===== src/rtl/dds_pkg.sv =====
// dds_pkg: shared waveform codes, register map and commit FSM states
package dds_pkg;
    localparam logic [1:0] WAVE_SINE   = 2'd0;
    localparam logic [1:0] WAVE_SQUARE = 2'd1;
    localparam logic [1:0] WAVE_TRI    = 2'd2;
    localparam logic [1:0] WAVE_SAW    = 2'd3;
    localparam logic [1:0] ADDR_FWORD  = 2'd0;
    localparam logic [1:0] ADDR_WAVE   = 2'd1;
    localparam logic [1:0] ADDR_PHASE  = 2'd2;
    localparam logic [1:0] ADDR_CTRL   = 2'd3;
    typedef enum logic [1:0] {IDLE, ARMED, APPLY} cfg_state_e;
endpackage


===== src/rtl/key_debounce.sv =====
// key_debounce: 2-flop synchronizer plus stable-low counter, one press pulse per hold
module key_debounce #(
    parameter int DEB_CYCLES = 1_000_000
) (
    input  logic sys_clk,
    input  logic rst,
    input  logic key_in,
    output logic press
);
    localparam int CW = $clog2(DEB_CYCLES + 1);
    logic [1:0]    sync;
    logic [CW-1:0] cnt;
    // counter saturates one past the pulse point so a held key never repeats
    always_ff @(posedge sys_clk or posedge rst) begin
        if (rst) begin
            sync  <= 2'b11;
            cnt   <= '0;
            press <= 1'b0;
        end else begin
            sync  <= {sync[0], key_in};
            cnt   <= sync[1] ? '0 : (cnt == CW'(DEB_CYCLES) ? cnt : cnt + 1'b1);
            press <= !sync[1] && cnt == CW'(DEB_CYCLES - 1);
        end
    end
endmodule


===== src/rtl/dds_cfg_ctrl.sv =====
// dds_cfg_ctrl: key/CPU configuration of the DDS, committed glitch-free at a channel-A wrap
module dds_cfg_ctrl
    import dds_pkg::*;
#(
    parameter int          DEB_CYCLES   = 1_000_000,
    parameter logic [31:0] FSTEP        = 32'd85899,
    parameter logic [31:0] FMIN         = 32'd85899,
    parameter logic [31:0] FMAX         = 32'd858993459,
    parameter logic [31:0] FWORD_INIT   = 32'd85899,
    parameter logic [15:0] WRAP_TIMEOUT = 16'd65535
) (
    input  logic        sys_clk,
    input  logic        rst,
    input  logic        key0_in,
    input  logic        key1_in,
    input  logic        key2_in,
    input  logic        cfg_wr_en,
    input  logic        cfg_rd_en,
    input  logic [1:0]  cfg_addr,
    input  logic [31:0] cfg_wdata,
    output logic [31:0] cfg_rdata,
    input  logic        phase_wrap_a,
    output logic [31:0] fword,
    output logic [1:0]  wave_sel,
    output logic [13:0] phase_ofs_b,
    output logic        upd_pulse,
    output logic        busy
);
    logic [2:0]  keys;
    logic [2:0]  press;
    cfg_state_e  state, state_d;
    logic [31:0] pend_fword;
    logic [1:0]  pend_wave;
    logic [13:0] pend_phase;
    logic        lock, dirty;
    logic [15:0] tcnt;
    logic        key_ok, k_wave, k_up, k_dn, wr_pend, force_apply, edit, timeout, apply;
    logic [31:0] fw_clamp, fw_up, fw_dn, rd_mux;

    assign keys = {key2_in, key1_in, key0_in};
    assign busy = state == ARMED;

    for (genvar g = 0; g < 3; g++) begin : g_key
        key_debounce #(.DEB_CYCLES(DEB_CYCLES)) u_deb (
            .sys_clk(sys_clk),
            .rst    (rst),
            .key_in (keys[g]),
            .press  (press[g])
        );
    end

    // a CPU write on the same cycle swallows every key pulse
    always_comb begin
        key_ok      = !lock && !cfg_wr_en;
        k_wave      = key_ok && press[0];
        k_up        = key_ok && press[1] && !press[2];
        k_dn        = key_ok && press[2] && !press[1];
        wr_pend     = cfg_wr_en && cfg_addr != ADDR_CTRL;
        force_apply = cfg_wr_en && cfg_addr == ADDR_CTRL && cfg_wdata[1];
        edit        = wr_pend || k_wave || k_up || k_dn;
        timeout     = tcnt == WRAP_TIMEOUT - 16'd1;
        apply       = state == APPLY;
        fw_clamp    = cfg_wdata < FMIN ? FMIN : (cfg_wdata > FMAX ? FMAX : cfg_wdata);
        fw_up       = pend_fword > FMAX - FSTEP ? FMAX : pend_fword + FSTEP;
        fw_dn       = pend_fword < FMIN + FSTEP ? FMIN : pend_fword - FSTEP;
        rd_mux      = cfg_addr == ADDR_FWORD ? fword :
                      cfg_addr == ADDR_WAVE  ? {30'b0, wave_sel} :
                      cfg_addr == ADDR_PHASE ? {18'b0, phase_ofs_b} : {30'b0, busy, lock};
        state_d     = state == IDLE  ? (force_apply ? APPLY : (dirty ? ARMED : IDLE)) :
                      state == ARMED ? ((phase_wrap_a || force_apply || timeout) ? APPLY : ARMED) :
                      IDLE;
    end

    always_ff @(posedge sys_clk or posedge rst) begin
        if (rst) state <= IDLE;
        else     state <= state_d;
    end

    always_ff @(posedge sys_clk or posedge rst) begin
        if (rst) begin
            fword       <= FWORD_INIT;
            wave_sel    <= WAVE_SINE;
            phase_ofs_b <= '0;
            pend_fword  <= FWORD_INIT;
            pend_wave   <= WAVE_SINE;
            pend_phase  <= '0;
            lock        <= 1'b0;
            dirty       <= 1'b0;
            tcnt        <= '0;
            upd_pulse   <= 1'b0;
            cfg_rdata   <= '0;
        end else begin
            if (cfg_wr_en && cfg_addr == ADDR_FWORD) pend_fword <= fw_clamp;
            if (cfg_wr_en && cfg_addr == ADDR_WAVE)  pend_wave  <= cfg_wdata[1:0];
            if (cfg_wr_en && cfg_addr == ADDR_PHASE) pend_phase <= cfg_wdata[13:0];
            if (cfg_wr_en && cfg_addr == ADDR_CTRL)  lock       <= cfg_wdata[0];
            if (k_wave) pend_wave  <= pend_wave + 2'd1;
            if (k_up)   pend_fword <= fw_up;
            if (k_dn)   pend_fword <= fw_dn;
            dirty     <= edit || (dirty && !apply);
            tcnt      <= busy ? tcnt + 16'd1 : '0;
            upd_pulse <= apply;
            if (apply) begin
                fword       <= pend_fword;
                wave_sel    <= pend_wave;
                phase_ofs_b <= pend_phase;
            end
            if (cfg_rd_en) cfg_rdata <= rd_mux;
        end
    end
endmodule


===== config.mk =====
export PLATFORM = sky130hd
export DESIGN_NAME = dds_cfg_ctrl
export DESIGN_NICKNAME = d
export VERILOG_FILES = /design/src/rtl/dds_pkg.sv /design/src/rtl/key_debounce.sv /design/src/rtl/dds_cfg_ctrl.sv
export SDC_FILE = /design/constraint.sdc
export NUM_CORES = 1
export LEC_CHECK = 0
export CAP_MARGIN = 10
export CELL_PAD_IN_SITES_DETAIL_PLACEMENT = 1
export CELL_PAD_IN_SITES_GLOBAL_PLACEMENT = 2
export CORE_ASPECT_RATIO = 1.4
export CORE_MARGIN = 2
export CORE_UTILIZATION = 38
export DETAILED_ROUTE_END_ITERATION = 12
export PLACE_DENSITY_LB_ADDON = 0.05
export SETUP_SLACK_MARGIN = 0.1
export SLEW_MARGIN = 20
export SYNTH_ARGS = -nofsm -noshare
export SYNTH_HDL_FRONTEND = slang
export SYNTH_SLANG_ARGS = --single-unit

===== constraint.sdc =====
create_clock -name sys_clk -period 14.6 [get_ports sys_clk]
set_input_delay 2.92 -clock sys_clk [delete_from_list [all_inputs] [get_ports sys_clk]]
set_output_delay 2.92 -clock sys_clk [all_outputs]
set_load 0.01 [all_outputs]

==> results of run 1 <==
final cells by class:
cell class	instances	area [sq um]	share of cell area [%]
inverters	63	244	1.76
clock buffers	38	704	5.09
multi-input cells	935	5510	39.8
flip-flops and latches	218	5490	39.7
well taps	385	482	3.48
repair buffers	134	1310	9.49
clock inverters	7	91.3	0.660
cells in the final DEF (no fill, tap or decap), types with 8 or more instances in the layout:
cell type | netlist | layout
and2_1 | 14 | 14
and3_1 | 19 | 19
o211ai_1 | 9 | 9
o21ai_0 | 75 | 75
dfrtp_1 | 192 | 192
a21oi_1 | 46 | 46
clkbuf_1 | 60 | 10
nand3_1 | 50 | 50
mux2_2 | 12 | 12
or3_1 | 15 | 15
nor4_1 | 12 | 12
and4_1 | 8 | 8
nor2_1 | 129 | 129
mux2i_1 | 16 | 16
o22ai_1 | 18 | 18
dfstp_2 | 26 | 26
xnor2_1 | 26 | 26
xor2_1 | 51 | 51
nor3_1 | 27 | 27
clkdlybuf4s50_1 | 0 | 123
nand2_1 | 215 | 215
nand4_1 | 34 | 34
buf_4 | 0 | 11
clkbuf_16 | 0 | 25
inv_1 | 62 | 61
ha_1 | 11 | 11
a221o_1 | 12 | 12
through the flow:
step	hold WS, ps	setup slack, ps	total power [W]
floorplan	345	5760	0.00109
global placement	346	8630	0.00135
detailed placement	347	8600	0.00137
CTS	356	9170	0.00200
global route	358	9000	0.00208
finish	355	9140	0.00197
worst max path at each step:
stage                     slack [ps]                         end     startpoint
final                           9140  pend_fword[18]$_DFFE_PP0P_  cfg_wdata[18]
after global routing            9000  pend_fword[15]$_DFFE_PP0P_      cfg_wr_en
after CTS                       9170  pend_fword[18]$_DFFE_PP0P_  cfg_wdata[24]
after detailed placement        8600  pend_fword[18]$_DFFE_PP0P_  cfg_wdata[24]
after global placement          8630  pend_fword[18]$_DFFE_PP0P_  cfg_wdata[29]
after floorplan                 5760    cfg_rdata[0]$_DFFE_PP0P_            rst
sequential cells by signal (all words and copies together) (netlist names):
name               cells
cfg_rdata             32
dirty                  1
fword                 32
g_key.u_deb.cnt       60
g_key.u_deb.press      3
g_key.u_deb.sync       6
lock                   1
pend_fword            32
pend_phase            14
pend_wave              2
phase_ofs_b           14
state                  2
tcnt                  16
upd_pulse              1
wave_sel               2
cell families after synthesis:
kind of cell / count (synthesis) / share of synthesized area, %
xor+xnor: 77 / 5.83
mux: 30 / 2.94
flops: 218 / 47.5
fa+ha+maj: 11 / 1.19
compound gates: 246 / 14.0
simple gates: 571 / 23.7
buf+inv: 145 / 4.95
worst max-delay path, stage by stage:
cell and delay [ps]:
clkdlybuf4s50_1 590, or4_1 730, a311o_1 370, a21oi_4 470, nor3b_2 220, a22o_1 280
a221o_1 290
per-layer routing:
metal | share of wire [%] | vias to the layer above
met1 | 41 | 4947
li1 | - | 4678
met4 | 4.1 | 0
met3 | 4.1 | 78
met5 | 0 | -
met2 | 51 | 212
cell usage after synthesis, types with 26 or more instances:
cell type / number
xnor2_1: 26
nor3_1: 27
nand4_1: 34
xor2_1: 51
o21ai_0: 75
dfrtp_1: 192
a21oi_1: 46
nor2_1: 129
inv_1: 62
clkbuf_1: 60
dfstp_2: 26
nand3_1: 50
nand2_1: 215
power groups by stage:
stage	clock, W	sequential [W]	combinational (W)
4_1_cts	0.000641	0.000851	0.000506
3_5_place_dp	0	0.000861	0.000504
3_3_place_gp	0	0.000859	0.000496
5_1_grt	0.000663	0.000867	0.000553
6_report	0.000623	0.000850	0.000500
2_1_floorplan	0	0.000833	0.000256
==> impl_metrics.csv, run 1 <==
group,metric,value,unit
logic_synthesis,ys_seq_elements,218,
timing,setup_violations,0,
clock_tree,postCtsResizedCells,0,
logic_synthesis,syn-cell-area,11600,sq um
global_route,use_met1,29.0,%
routing,via_count,9915,
place,post-place-cells,1735,
critical_path,critPathRequiredTime,15020,ps
cells_and_area,design_area,13800,sq um
run_status,status,"completed",
clock_tree,clock-sinks,218,
die,initial_utilization,38.6,%
clock_tree,cts_tree,"done",
cells_and_area,final_util,46.2,%
clock_tree,root_buffer,"clkbuf_16",
place,placed_area,13000,sq um
clock_tree,cts_made_buffers,25,
logic_synthesis,synth_area_leaders,"dfrtp_1, nand2_1, dfstp_2",
die,die_area,31800,sq um
logic_synthesis,yosysUniqueCellTypes,81,
hold_path,min_path_type,"flip-flop to flip-flop",
routing,antenna_left,0,
power_and_ir_drop,power.leakage,5.86,nW
clock_tree,ctsLongestPathBuffers,3,
logic_synthesis,syn_area_per_cell,8.90,sq um
critical_path,cp-start-kind,"input pin",
die,die_x,151,microns
logic_synthesis,seq_area_frac_synth,47.5,%
power_and_ir_drop,pwr-share-clk,31.6,%
timing,slew_headroom,28.1,%
logic_synthesis,yosys_warnings,0,
power_and_ir_drop,ir_drop,77.6,uV
global_route,antenna_found_initial,0,
clock_tree,cts_setup_buffers,0,
place,globalplace.congestion,0.869,
place,dp_hpwl,26.0,mm
global_route,grt_pass1_vias,10400,
clock_tree,clk_pin_slew,60,ps
global_route,grt_max_degree,80,
die,io_pins,124,
critical_path,reg2reg_slack,11250,ps
global_route,grt_overflow,0,
hold_path,hold_end,"g_key[1].u_deb.sync[1]$_DFF_PP1_",
clock_tree,ctsHoldBuffers,0,
logic_synthesis,synth_cells,1298,
critical_path,worstSetupEndpointType,"flip-flop",
logic_synthesis,synth_top_cell_area_share,41.6,%
global_route,grtUsageMet2,40.8,%
cells_and_area,final_cell_count_no_fill,1780,
routing,drt-initial-drc-count,477,
clock_tree,htree_levels,1,
global_route,grt_util_all_layers,23.6,%
logic_synthesis,synthArstFlopShare,100,%
cells_and_area,fillers,3489,
routing,drc,0,
critical_path,worst_ep_arrival_time,5880,ps
logic_synthesis,synth_nets,1351,
timing,period_minus_slack,5460,ps
global_route,grt_pass1_wl,59.0,mm
timing,fin_skew,15.4,ps
clock_tree,insertion_delay,540,ps
routing,first_pass_iters,5,
cells_and_area,fin_nets,1430,
timing,max_freq,183,MHz
critical_path,crit_type,"input pin to flip-flop",
power_and_ir_drop,p_per_area,143,nW/um^2
critical_path,ff2ff_path_depth,6,
critical_path,cp_max_fo,18,
die,fp.coreArea,29900,sq um
routing,drt_wl_total,36.8,mm
global_route,globalRouteMet3Util,3.23,%
logic_synthesis,synth_flop_cell,"dfrtp_1",
timing,fin_setup_tns,0,ps
cells_and_area,syn2layout_area_growth,19.7,%
hold_path,worstHoldPathCells,0,
timing,max_slew.worst_pin.slew,1080,ps
critical_path,r2r-end,"pend_fword[2]$_DFFE_PP0P_",
global_route,grt-busiest-layer,"met2",
cells_and_area,drive_gt1_share,7.60,%
routing,vias_per_cell,5.57,
flow_run,maxCapViolations,0,
power_and_ir_drop,p_comb_share,25.3,%
power_and_ir_drop,pwr-share-seq,43.1,%
power_and_ir_drop,p_sw_share,32.5,%
critical_path,worstReg2RegStart,"pend_fword[13]$_DFFE_PP0P_",
timing,slew_violations,0,
logic_synthesis,synth_edf_count,0,
logic_synthesis,synth_top_area_cell,"dfrtp_1",
routing,post_drt_wl_per_cell,20.7,microns
timing,timing.final.crit_share,37.4,%
die,die_h,210,microns
cells_and_area,diodes,0,
timing,rsz0062_at_grt,"no",
timing,timing_hold_violations_final,0,
place,port_buffers,123,
hold_path,hp-start,"g_key[1].u_deb.sync[0]$_DFF_PP1_",
power_and_ir_drop,switchingPower,0.000641,W
power_and_ir_drop,p_int,0.00133,W
die,rows,75,
Note: power is estimated with default switching activity, not from simulation.
==> run 2: changes to the inputs <==
- CORE_UTILIZATION: 38 -> 32
- clock period: 14.6 -> 4.95 ns (I/O delays scaled with it)
==> impl_metrics.csv, run 2 (synthesized netlist as in run 1, its figures left out) <==
group,metric,value,unit
run_status,status,"completed",
routing,first_pass_iters,4,
die,io_pins,124,
global_route,grt_overflow,0,
clock_tree,clk_pin_slew,60,ps
timing,max_slew.worst_pin.slew,1080,ps
global_route,grt_pass1_vias,10400,
clock_tree,ctsLongestPathBuffers,3,
cells_and_area,mostFrequentLayoutCells,"nand2_1, dfrtp_1, nor2_1, clkdlybuf4s50_1, o21ai_0",
cells_and_area,largest_register,"g_key.u_deb.cnt",
timing,period_minus_slack,3550,ps
critical_path,crit_chain,"clkdlybuf4s50_1 > nand4_1 > or4_1 > a311o_1 > a21oi_4 > nor3b_2 > a22o_1 > a221o_1",
place,dp_hpwl,28.1,mm
global_route,grt_util_all_layers,20.9,%
critical_path,worst_ep_arrival_time,3980,ps
critical_path,critPathRequiredTime,5380,ps
timing,fin_skew,16.2,ps
global_route,grt_max_degree,83,
power_and_ir_drop,power.leakage,5.95,nW
clock_tree,clock-sinks,218,
routing,drc,0,
power_and_ir_drop,total_power,0.00602,W
routing,drt_wl_total,38.7,mm
die,rows,82,
routing,vias_per_cell,5.31,
cells_and_area,fin_nets,1439,
place,globalplace.congestion,0.835,
power_and_ir_drop,p_per_area,427,nW/um^2
clock_tree,ctsHoldBuffers,0,
die,die_x,165,microns
die,die_area,37700,sq um
critical_path,cpMaxStageDelayCell,"or4_1",
global_route,grt_pass1_wl,61.6,mm
timing,setup_violations,0,
cells_and_area,syn2layout_area_growth,21.9,%
critical_path,critPathMaxStageDelay,660,ps
timing,slew_violations,0,
cells_and_area,diodes,0,
die,fp.coreArea,35700,sq um
clock_tree,cts_setup_buffers,0,
critical_path,worstSetupEndpointType,"flip-flop",
critical_path,critical_path_buf_inv_count,1,
cells_and_area,layout_commonest_cell,"nand2_1",
critical_path,cp_max_fo,18,
routing,via_count,9925,
clock_tree,cts_tree,"done",
timing,timing.final.crit_share,71.7,%
clock_tree,insertion_delay,560,ps
routing,post_drt_wl_per_cell,20.7,microns
timing,fin_setup_tns,0,ps
timing,timing_hold_violations_final,0,
place,port_buffers,123,
clock_tree,cts_made_buffers,26,
clock_tree,postCtsResizedCells,0,
hold_path,min_path_type,"flip-flop to flip-flop",
cells_and_area,drive_gt1_share,8.68,%
timing,rsz0062_at_grt,"no",
critical_path,crit_type,"input pin to flip-flop",
critical_path,cp-start-kind,"input pin",
critical_path,crit_family,"compound AO/OA/AOI/OAI gates",
global_route,antenna_found_initial,0,
die,initial_utilization,32.4,%
power_and_ir_drop,ir_drop,230,uV
routing,antenna_left,0,
flow_run,maxCapViolations,0,
clock_tree,htree_levels,1,
timing,slew_headroom,28.1,%
timing,max_freq,282,MHz
routing,drt-initial-drc-count,605,
clock_tree,root_buffer,"clkbuf_16",
cells_and_area,largest_register_ffs,60,
die,die_h,229,microns
## run 2: cell types whose count changed in the layout (fill, tap and decap cells not counted), sizes merged
cell,change
clkinv,+5
bufinv,+1
clkbuf,-3
clkinvlp,+1
inv,-1
buf,+8
## run 2: power breakdown
part / internal, W / total, W / switching [W]
clock network: 0.00120 / 0.00201 / 0.000807
registers: 0.00213 / 0.00251 / 0.000382
logic: 0.000716 / 0.00150 / 0.000779
total: 0.00405 / 0.00602 / 0.00197
## run 2: path summary, 6_finish.rpt
kind | from | end | slack, ps | cells past startpoint
max | cfg_wdata[29] | pend_fword[18]$_DFFE_PP0P_ | 1400 | 8
min | g_key[0].u_deb.sync[0]$_DFF_PP1_ | g_key[0].u_deb.sync[1]$_DFF_PP1_ | 350 | 0
max reg2reg | pend_fword[13]$_DFFE_PP0P_ | pend_fword[22]$_DFFE_PP0P_ | 1650 | 8
min reg2reg | g_key[0].u_deb.sync[0]$_DFF_PP1_ | g_key[0].u_deb.sync[1]$_DFF_PP1_ | 350 | 0
max in group asynchronous | rst | cfg_rdata[28]$_DFFE_PP0P_ | 3010 | 3
min in group asynchronous | rst | cfg_rdata[4]$_DFFE_PP0P_ | 720 | 2
## run 2: layout make-up
type	instances	area [sq um]
Clock buffer	35	734
Sequential cell	218	5490
Inverter	63	240
Clock inverter	13	158
Multi-Input combinational cell	935	5510
Timing Repair Buffer	142	1390
Fill cell	4144	21600
Tap cell	462	578
## run 2: routing by layer
| metal | GRT usage, % | up-vias | routed length, microns |
|---|---|---|---|
| met5 | 0 | - | 0 |
| met4 | 7.45 | 0 | 1300 |
| met3 | 2.29 | 63 | 1160 |
| met2 | 37.0 | 154 | 20000 |
| met1 | 25.9 | 5003 | 16200 |
| li1 | - | 4705 | - |
## run 2: metrics by stage
stage / hold WS [ps] / cell area (sq um) / utilization (%) / setup WS, ps / instances
6_report: 355 / 14100 / 39.5 / 1400 / 1868
2_1_floorplan: 345 / 11600 / - / 1140 / 1298
5_1_grt: 358 / 14100 / 39.5 / 1300 / 1868
4_1_cts: 357 / 14100 / 39.5 / 1430 / 1868
3_3_place_gp: 347 / 13200 / 37.0 / 862 / 1820
3_5_place_dp: 348 / 13200 / 37.0 / 846 / 1820
==> run 3: changes to the inputs <==
- CORE_UTILIZATION: 32 -> 35
- clock period: 4.95 -> 3.67 ns (I/O delays scaled with it)
==> impl_metrics.csv, run 3 (synthesized netlist as in run 1, its figures left out) <==
group,metric,value,unit
power_and_ir_drop,ir_drop,340,uV
timing,slew_headroom,49.5,%
global_route,grt_util_all_layers,22.6,%
routing,first_pass_iters,4,
timing,rsz0062_at_grt,"no",
routing,post_drt_wl_per_cell,20.3,microns
clock_tree,root_buffer,"clkbuf_16",
clock_tree,cts_made_buffers,25,
clock_tree,htree_levels,1,
timing,fin_skew,11.2,ps
hold_path,min_path_type,"flip-flop to flip-flop",
timing,timing.final.crit_share,82.6,%
cells_and_area,largest_register,"g_key.u_deb.cnt",
cells_and_area,design_area,14200,sq um
die,rows,78,
clock_tree,ctsLongestPathBuffers,3,
critical_path,reg2reg_slack,640,ps
hold_path,worstHoldPathCells,0,
timing,max_slew.worst_pin.slew,749,ps
power_and_ir_drop,total_power,0.00794,W
cells_and_area,final_cell_count_no_fill,1873,
run_status,status,"completed",
timing,slew_violations,0,
routing,vias_per_cell,5.36,
clock_tree,cts_setup_buffers,0,
timing,fin_ws,639,ps
power_and_ir_drop,switchingPower,0.00255,W
cells_and_area,mostFrequentLayoutCells,"nand2_1, dfrtp_1, nor2_1, clkdlybuf4s50_1, o21ai_0",
die,initial_utilization,35.6,%
clock_tree,postCtsResizedCells,0,
routing,drt-initial-drc-count,538,
critical_path,cp_max_fo,12,
critical_path,crit_type,"flip-flop to flip-flop",
routing,drc,0,
die,die_h,219,microns
critical_path,worst_ep_arrival_time,3450,ps
power_and_ir_drop,p_sw_share,32.2,%
critical_path,r2r-end,"pend_fword[22]$_DFFE_PP0P_",
global_route,antenna_found_initial,1,
power_and_ir_drop,power.leakage,6.04,nW
place,post-place-cells,1826,
clock_tree,clock-sinks,218,
cells_and_area,largest_register_ffs,60,
critical_path,critPathRequiredTime,4090,ps
cells_and_area,drive_gt1_share,9.78,%
clock_tree,clk_pin_slew,60,ps
place,globalplace.congestion,0.921,
clock_tree,cts_tree,"done",
place,place_ws,224,ps
critical_path,worstReg2RegStart,"pend_fword[5]$_DFFE_PP0P_",
place,dp_hpwl,27.8,mm
routing,antenna_left,0,
global_route,grt_max_degree,115,
flow_run,maxCapViolations,0,
power_and_ir_drop,p_int,0.00539,W
die,io_pins,124,
routing,drt_wl_total,38.0,mm
clock_tree,ctsHoldBuffers,0,
clock_tree,insertion_delay,540,ps
timing,period_minus_slack,3030,ps
power_and_ir_drop,p_per_area,558,nW/um^2
die,die_area,34500,sq um
timing,max_freq,330,MHz
die,fp.coreArea,32500,sq um
global_route,grt_overflow,0,
cells_and_area,fin_nets,1466,
critical_path,worstSetupEndpointType,"flip-flop",
cells_and_area,syn2layout_area_growth,23.1,%
power_and_ir_drop,pwr-share-seq,42.0,%
place,port_buffers,123,
place,placed_area,13400,sq um
die,die_x,158,microns
timing,setup_violations,0,
timing,timing_hold_violations_final,0,
critical_path,cp-start-kind,"flip-flop",
routing,via_count,10000,
critical_path,ff2ff_path_depth,8,
global_route,grt_pass1_wl,60.9,mm
timing,fin_setup_tns,0,ps
hold_path,hold_end,"g_key[0].u_deb.sync[1]$_DFF_PP1_",
power_and_ir_drop,pwr-share-clk,31.8,%
global_route,grt_pass1_vias,10500,
hold_path,hp-start,"g_key[0].u_deb.sync[0]$_DFF_PP1_",
power_and_ir_drop,p_comb_share,26.2,%
cells_and_area,layout_commonest_cell,"nand2_1",
==> run 3: worst max-delay path by stage <==
stage / from / end / slack [ps] / cells after the start
final: pend_fword[5]$_DFFE_PP0P_ / pend_fword[22]$_DFFE_PP0P_ / 640 / 8
after global routing: pend_fword[5]$_DFFE_PP0P_ / pend_fword[22]$_DFFE_PP0P_ / 500 / 8
after CTS: pend_fword[5]$_DFFE_PP0P_ / pend_fword[22]$_DFFE_PP0P_ / 680 / 8
after detailed placement: cfg_wdata[14] / pend_fword[0]$_DFFE_PP1P_ / 220 / 9
after global placement: cfg_wdata[14] / pend_fword[0]$_DFFE_PP1P_ / 260 / 9
after floorplan: rst / cfg_rdata[0]$_DFFE_PP0P_ / 120 / 1
==> run 3: power groups by stage <==
stage / sequential, W / clock, W / combinational (W)
floorplan: 0.00331 / 0 / 0.00102
global placement: 0.00338 / 0 / 0.00207
detailed placement: 0.00339 / 0 / 0.00210
CTS: 0.00335 / 0.00262 / 0.00210
global route: 0.00341 / 0.00271 / 0.00229
finish: 0.00334 / 0.00252 / 0.00208
==> run 3: metal layers <==
layer | global-route usage, % | vias up | wire length (microns)
li1 | - | 4754 | -
met1 | 27.4 | 4989 | 15700
met2 | 39.9 | 209 | 19300
met3 | 2.61 | 87 | 1330
met4 | 10.4 | 0 | 1760
met5 | 0 | - | 0
==> run 3: critical path, cell delays in order, from the launching register on <==
cell and delay (ps):
dfrtp_1 520, or4_1 440, a211oi_1 420, or4b_1 200
and2_1 460, buf_4 270, o21ai_1 110, a21o_1 210
a221o_1 250
==> run 3: cell type report <==
cell class / count / area [sq um]
fillers: 3785 / 18300
multi-input cells: 935 / 5510
flip-flops and latches: 218 / 5490
repair buffers: 170 / 1620
clock buffers: 39 / 698
well taps: 440 / 551
inverters: 63 / 240
clock inverters: 7 / 116
diodes: 1 / 2.50
==> run 3: per-stage QoR <==
stage	hold slack (ps)	utilization, %
2_1_floorplan	345	-
3_3_place_gp	345	41.3
3_5_place_dp	347	41.3
4_1_cts	356	43.8
5_1_grt	358	43.8
6_report	355	43.8
==> RTL edit 1: new RTL, config.mk and constraints of run 3 <==
The parameter `FSTEP` goes from 32'd85899 to 32'd42949.
--- a/src/rtl/dds_cfg_ctrl.sv
+++ b/src/rtl/dds_cfg_ctrl.sv
@@ -5,3 +5,3 @@
     parameter int          DEB_CYCLES   = 1_000_000,
-    parameter logic [31:0] FSTEP        = 32'd85899,
+    parameter logic [31:0] FSTEP        = 32'd42949,
     parameter logic [31:0] FMIN         = 32'd85899,
Check against the original RTL: same outputs for any inputs over 4 cycles, from zero or initial values and one cycle with rst high; that may be too few to reach the edited logic, so the function may still have changed.
==> RTL edit 1 against run 3 <==
Sequential cell count did not move. Clock power about the same. Worst setup slack improved by 51 ps. Total power rose by 3.0%. Critical path depth rose by 1. Routed wire length is 2.9% lower. Area after synthesis grew 0.68%. Critical endpoint is now pend_fword[9]$_DFFE_PP1P_. Design area grew 0.44%. Hold slack is essentially flat. Largest power group unchanged.
==> RTL edit 1: results (changes against run 3) <==
stage	metric	value	unit	change
run_status	status	complete, no violations		unchanged
timing	fmax	336	MHz	was 330 MHz
layout	Top reg by flops	g_key.u_deb.cnt		unchanged
logic_synthesis	mux contribution to synthesized area	0.0350		was 0.0294
timing	clock skew	10.5	ps	was 11.2 ps
pwr	sw frac	0.331		was 0.322
grt	largest net degree at the start of global routing	118		was 115
pwr	Cell Int Power	5480	uW	was 5390 uW
clocking	Inserted Clock Buffers	24		was 25
logic_synthesis	dominant cells by area after synthesis	dfrtp_1 41%, nand2_1 7.3%, dfstp_2 5.9%		was dfrtp_1 42%, nand2_1 7.0%, dfstp_2 5.9%
routing	final wirelength	36900	um	was 38000 um
placed_design	Setup Slack @ Placement	227	ps	was 224 ps
routing	per-cell routed wire length	19.7	um	was 20.3 um
layout	layout cells sized above 1	0.107		was 0.0978
placed_design	placed cell areas	13500	um^2	was 13400 um^2
clocking	CTS Buffer Depth	3		unchanged
pwr	comb pwr	2210	uW	was 2080 uW
logic_synthesis	synth cell count leaders	227 x nand2_1, 192 x dfrtp_1, 126 x nor2_1		was 215 x nand2_1, 192 x dfrtp_1, 129 x nor2_1
clocking	H-tree Lvls	1		unchanged
logic_synthesis	Netlist cell types	80		was 81
pwr	Pleak	0.00601	uW	was 0.00604 uW
clocking	Post-CTS Hold Buffers	0		unchanged
placed_design	Cells after DPL	1832		was 1826
worst_setup_path	Slowest cell on crit path	clkdlybuf4s50_1		was dfrtp_1
grt	number of global-route vias before repair	10396		was 10517
logic_synthesis	post-synthesis sequential area ratio	0.472		was 0.475
logic_synthesis	Compound-Gate Fraction of Synth Area	0.141		was 0.140
worst_setup_path	Critical Path AT	3440	ps	was 3450 ps
worst_setup_path	critical path's top delay family	compound AO/OA/AOI/OAI gates		was simple AND/OR/NAND/NOR gates
logic_synthesis	post-synthesis xor/xnor area fraction	0.0572		was 0.0583
pwr	P_seq	3450	uW	was 3340 uW
grt	overall global routing resource usage	0.216		was 0.226
placed_design	Post-DP HPWL	26800	um	was 27800 um
logic_synthesis	Adder-Cell Fraction of Synth Area	0.0118		was 0.0119
timing	hold_ws	355	ps	about the same
grt	first-pass GRT wire length	59200	um	was 60900 um
routing	Via density	5.29		was 5.36
pwr	VDD IR max	0.351	mV	was 0.340 mV
logic_synthesis	post-synthesis instance total	1295		was 1298
worst_setup_path	CP Max Fanout	6		was 12
worst_setup_path	Crit path largest cell delay	600	ps	was 520 ps
timing	Tightest Pin Transition	880	ps	was 749 ps
worst_setup_path	r2r setup slk	770	ps	was 640 ps
routing	Iteration-0 DRC Markers	375		was 538
placed_design	GP Congestion	0.848		was 0.921
-- RTL edit 1: cell types whose count changed in the layout (fill, tap and decap cells not counted), sizes merged, moves of 6 or more --
cell            run 3  this run
mux2               12        18
o2111ai             3        10
nand4              34        28
a221oi              7         1
a21oi              48        35
nand2             215       227
and2               16        10
-- RTL edit 1: area by class of cell --
cell class	instances	area, um^2
Multi-Input combinational cell	939	5580
Tap cell	445	557
Clock inverter	8	95.1
Sequential cell	218	5490
Timing Repair Buffer	170	1620
Clock buffer	36	717
Inverter	60	229
Antenna cell	1	2.50
Fill cell	3874	18700
-- RTL edit 1: kinds of logic after synthesis --
group	after synthesis
simple gates	571
compound gates	245
flops	218
fa+ha+maj	11
buf+inv	138
xor+xnor	76
mux	36
-- RTL edit 1: path summary, 6_finish.rpt --
| check | startpoint | to | cells past startpoint |
|---|---|---|---|
| max in group asynchronous | rst | cfg_rdata[23]$_DFFE_PP0P_ | 3 |
| worst max register to register | pend_fword[16]$_DFFE_PP1P_ | pend_fword[19]$_DFFE_PP0P_ | 8 |
| worst max-delay path | cfg_wdata[10] | pend_fword[9]$_DFFE_PP1P_ | 9 |
| min in group asynchronous | rst | g_key[0].u_deb.cnt[14]$_DFFE_PP0P_ | 2 |
| worst min register to register | g_key[0].u_deb.sync[0]$_DFF_PP1_ | g_key[0].u_deb.sync[1]$_DFF_PP1_ | 0 |
| worst min-delay path | g_key[0].u_deb.sync[0]$_DFF_PP1_ | g_key[0].u_deb.sync[1]$_DFF_PP1_ | 0 |
-- RTL edit 1: routing by layer --
metal / track usage / vias up / wire [um]
met2: 0.379 / 177 / 18700
met5: 0 / - / 13
met4: 0.0694 / 2 / 1050
met1: 0.271 / 4954 / 15700
met3: 0.0328 / 58 / 1430
li1: - / 4744 / -
==> RTL edit 2: new RTL, flow settings as in run 3 <==
Without the edit above. Put one more register stage on the output `wave_sel`, cleared by the reset. The value now appears one clock later. The other outputs are not delayed to match.
--- a/src/rtl/dds_cfg_ctrl.sv
+++ b/src/rtl/dds_cfg_ctrl.sv
@@ -28,2 +28,4 @@
 );
+
+    logic [1:0] wave_sel_s0;
     logic [2:0]  keys;
@@ -66,3 +68,3 @@
         rd_mux      = cfg_addr == ADDR_FWORD ? fword :
-                      cfg_addr == ADDR_WAVE  ? {30'b0, wave_sel} :
+                      cfg_addr == ADDR_WAVE  ? {30'b0, wave_sel_s0} :
                       cfg_addr == ADDR_PHASE ? {18'b0, phase_ofs_b} : {30'b0, busy, lock};
@@ -81,3 +83,3 @@
             fword       <= FWORD_INIT;
-            wave_sel    <= WAVE_SINE;
+            wave_sel_s0 <= WAVE_SINE;
             phase_ofs_b <= '0;
@@ -104,3 +106,3 @@
                 fword       <= pend_fword;
-                wave_sel    <= pend_wave;
+                wave_sel_s0 <= pend_wave;
                 phase_ofs_b <= pend_phase;
@@ -110,2 +112,10 @@
     end
+    always_ff @(posedge sys_clk or posedge rst) begin
+        if (rst) begin
+            wave_sel <= '0;
+        end else begin
+            wave_sel <= wave_sel_s0;
+        end
+    end
+
 endmodule
Check against the original RTL: not equivalent (a bounded check fails within 4 cycles, from zero or initial values and one cycle with rst high).
==> RTL edit 2 against run 3 <==
First-iteration DRC count down 26%. Sequential power is 3% higher. Worst setup slack improved by 120 ps. Critical path type unchanged. Fmax up 4.1%. Count of clock-buffer cells in the layout decreased by 5. Total power grew 2.6%. Hold slack worse by 0.81 ps. Sequential cell count rose by 2. Area after synthesis rose by 1.7%. Design area rose by 1.4%. Critical endpoint unchanged. Highest routed layer unchanged. Routed wire length is 1.2% higher.
==> RTL edit 2: results (changes against run 3) <==
stage	metric	value	unit	change
logic_synthesis	Netlist cell types	83		was 81
placed_design	GP Congestion	0.902		was 0.921
layout	Final Non-Filler Cells	1884		was 1873
pwr	Pleak	0.00604	uW	about the same
layout	Fillers	3899		was 3785
routing	Pre-antenna DRT Iters	5		was 4
logic_synthesis	Adder-Cell Fraction of Synth Area	0.0117		was 0.0119
layout	fraction of area in multi-input gates	0.391		was 0.387
logic_synthesis	post-synthesis sequential area ratio	0.471		was 0.475
worst_setup_path	r2r setup slk	760	ps	was 640 ps
logic_synthesis	synthesized area per cell	9.08	um^2	was 8.90 um^2
timing	clock skew	7.34	ps	was 11.2 ps
die	Std-Cell Rows	79		was 78
logic_synthesis	synth cell count leaders	219 x nand2_1, 194 x dfrtp_1, 116 x nor2_1		was 215 x nand2_1, 192 x dfrtp_1, 129 x nor2_1
grt	GR Util met2	0.402		was 0.399
grt	overall global routing resource usage	0.219		was 0.226
timing	worst relative slew slack	0.537		was 0.495
layout	Multi-input comb cells	946		was 935
routing	Via density	5.42		was 5.36
grt	met1 usage	0.246		was 0.274
routing	WL met3	1290	um	was 1330 um
layout	final instance area	14400	um^2	was 14200 um^2
placed_design	Cells after DPL	1838		was 1826
worst_setup_path	CP Max Fanout	7		was 12
run_status	status	complete, no violations		unchanged
worst_setup_path	Critical Path AT	3340	ps	was 3450 ps
## RTL edit 2: cell types whose count changed after synthesis, sizes merged, moves of 9 or more
cell	change
a221o	-9
buf	+10
clkbuf	-22
nand4	-10
nor2	-12
nor4	+15
o21ai	+11
xnor2	+13
xor2	-12
## RTL edit 2: critical path: stages (launching register included)
cell	delay [ps]
dfstp_2	400
ha_1	260
o21ai_0	320
nand3b_1	230
a2111oi_2	480
nor2_1	250
o31a_1	300
a211oi_1	430
o21ai_1	130
## RTL edit 2: final timing paths
path	from	endpoint	cells past startpoint
worst max-delay path	pend_fword[0]$_DFFE_PP1P_	pend_fword[22]$_DFFE_PP0P_	8
worst min-delay path	g_key[2].u_deb.sync[0]$_DFF_PP1_	g_key[2].u_deb.sync[1]$_DFF_PP1_	0
worst max register to register	pend_fword[0]$_DFFE_PP1P_	pend_fword[22]$_DFFE_PP0P_	8
worst min register to register	g_key[2].u_deb.sync[0]$_DFF_PP1_	g_key[2].u_deb.sync[1]$_DFF_PP1_	0
max in group asynchronous	rst	fword[14]$_DFFE_PP1P_	3
min in group asynchronous	rst	g_key[2].u_deb.cnt[19]$_DFFE_PP0P_	2
## RTL edit 2: kinds of logic after synthesis
group | after synthesis
AOI/OAI and AO/OA | 250
and+or+nand+nor | 571
muxes | 36
DFF | 220
adders and majority gates | 11
buffers and inverters | 129
xor gates and xnor gates | 78
## RTL edit 2: stage by stage
step / hold WS [ps] / total power, uW
after detailed placement: 347 / 5650
after CTS: 356 / 8290
after global routing: 358 / 8610
after global placement: 346 / 5610
final: 354 / 8150
after floorplan: 345 / 4440
## RTL edit 2: where the power goes
group	internal (uW)	switching, uW
clock network	1510	1070
registers	2920	515
logic	1040	1100
total	5460	2680
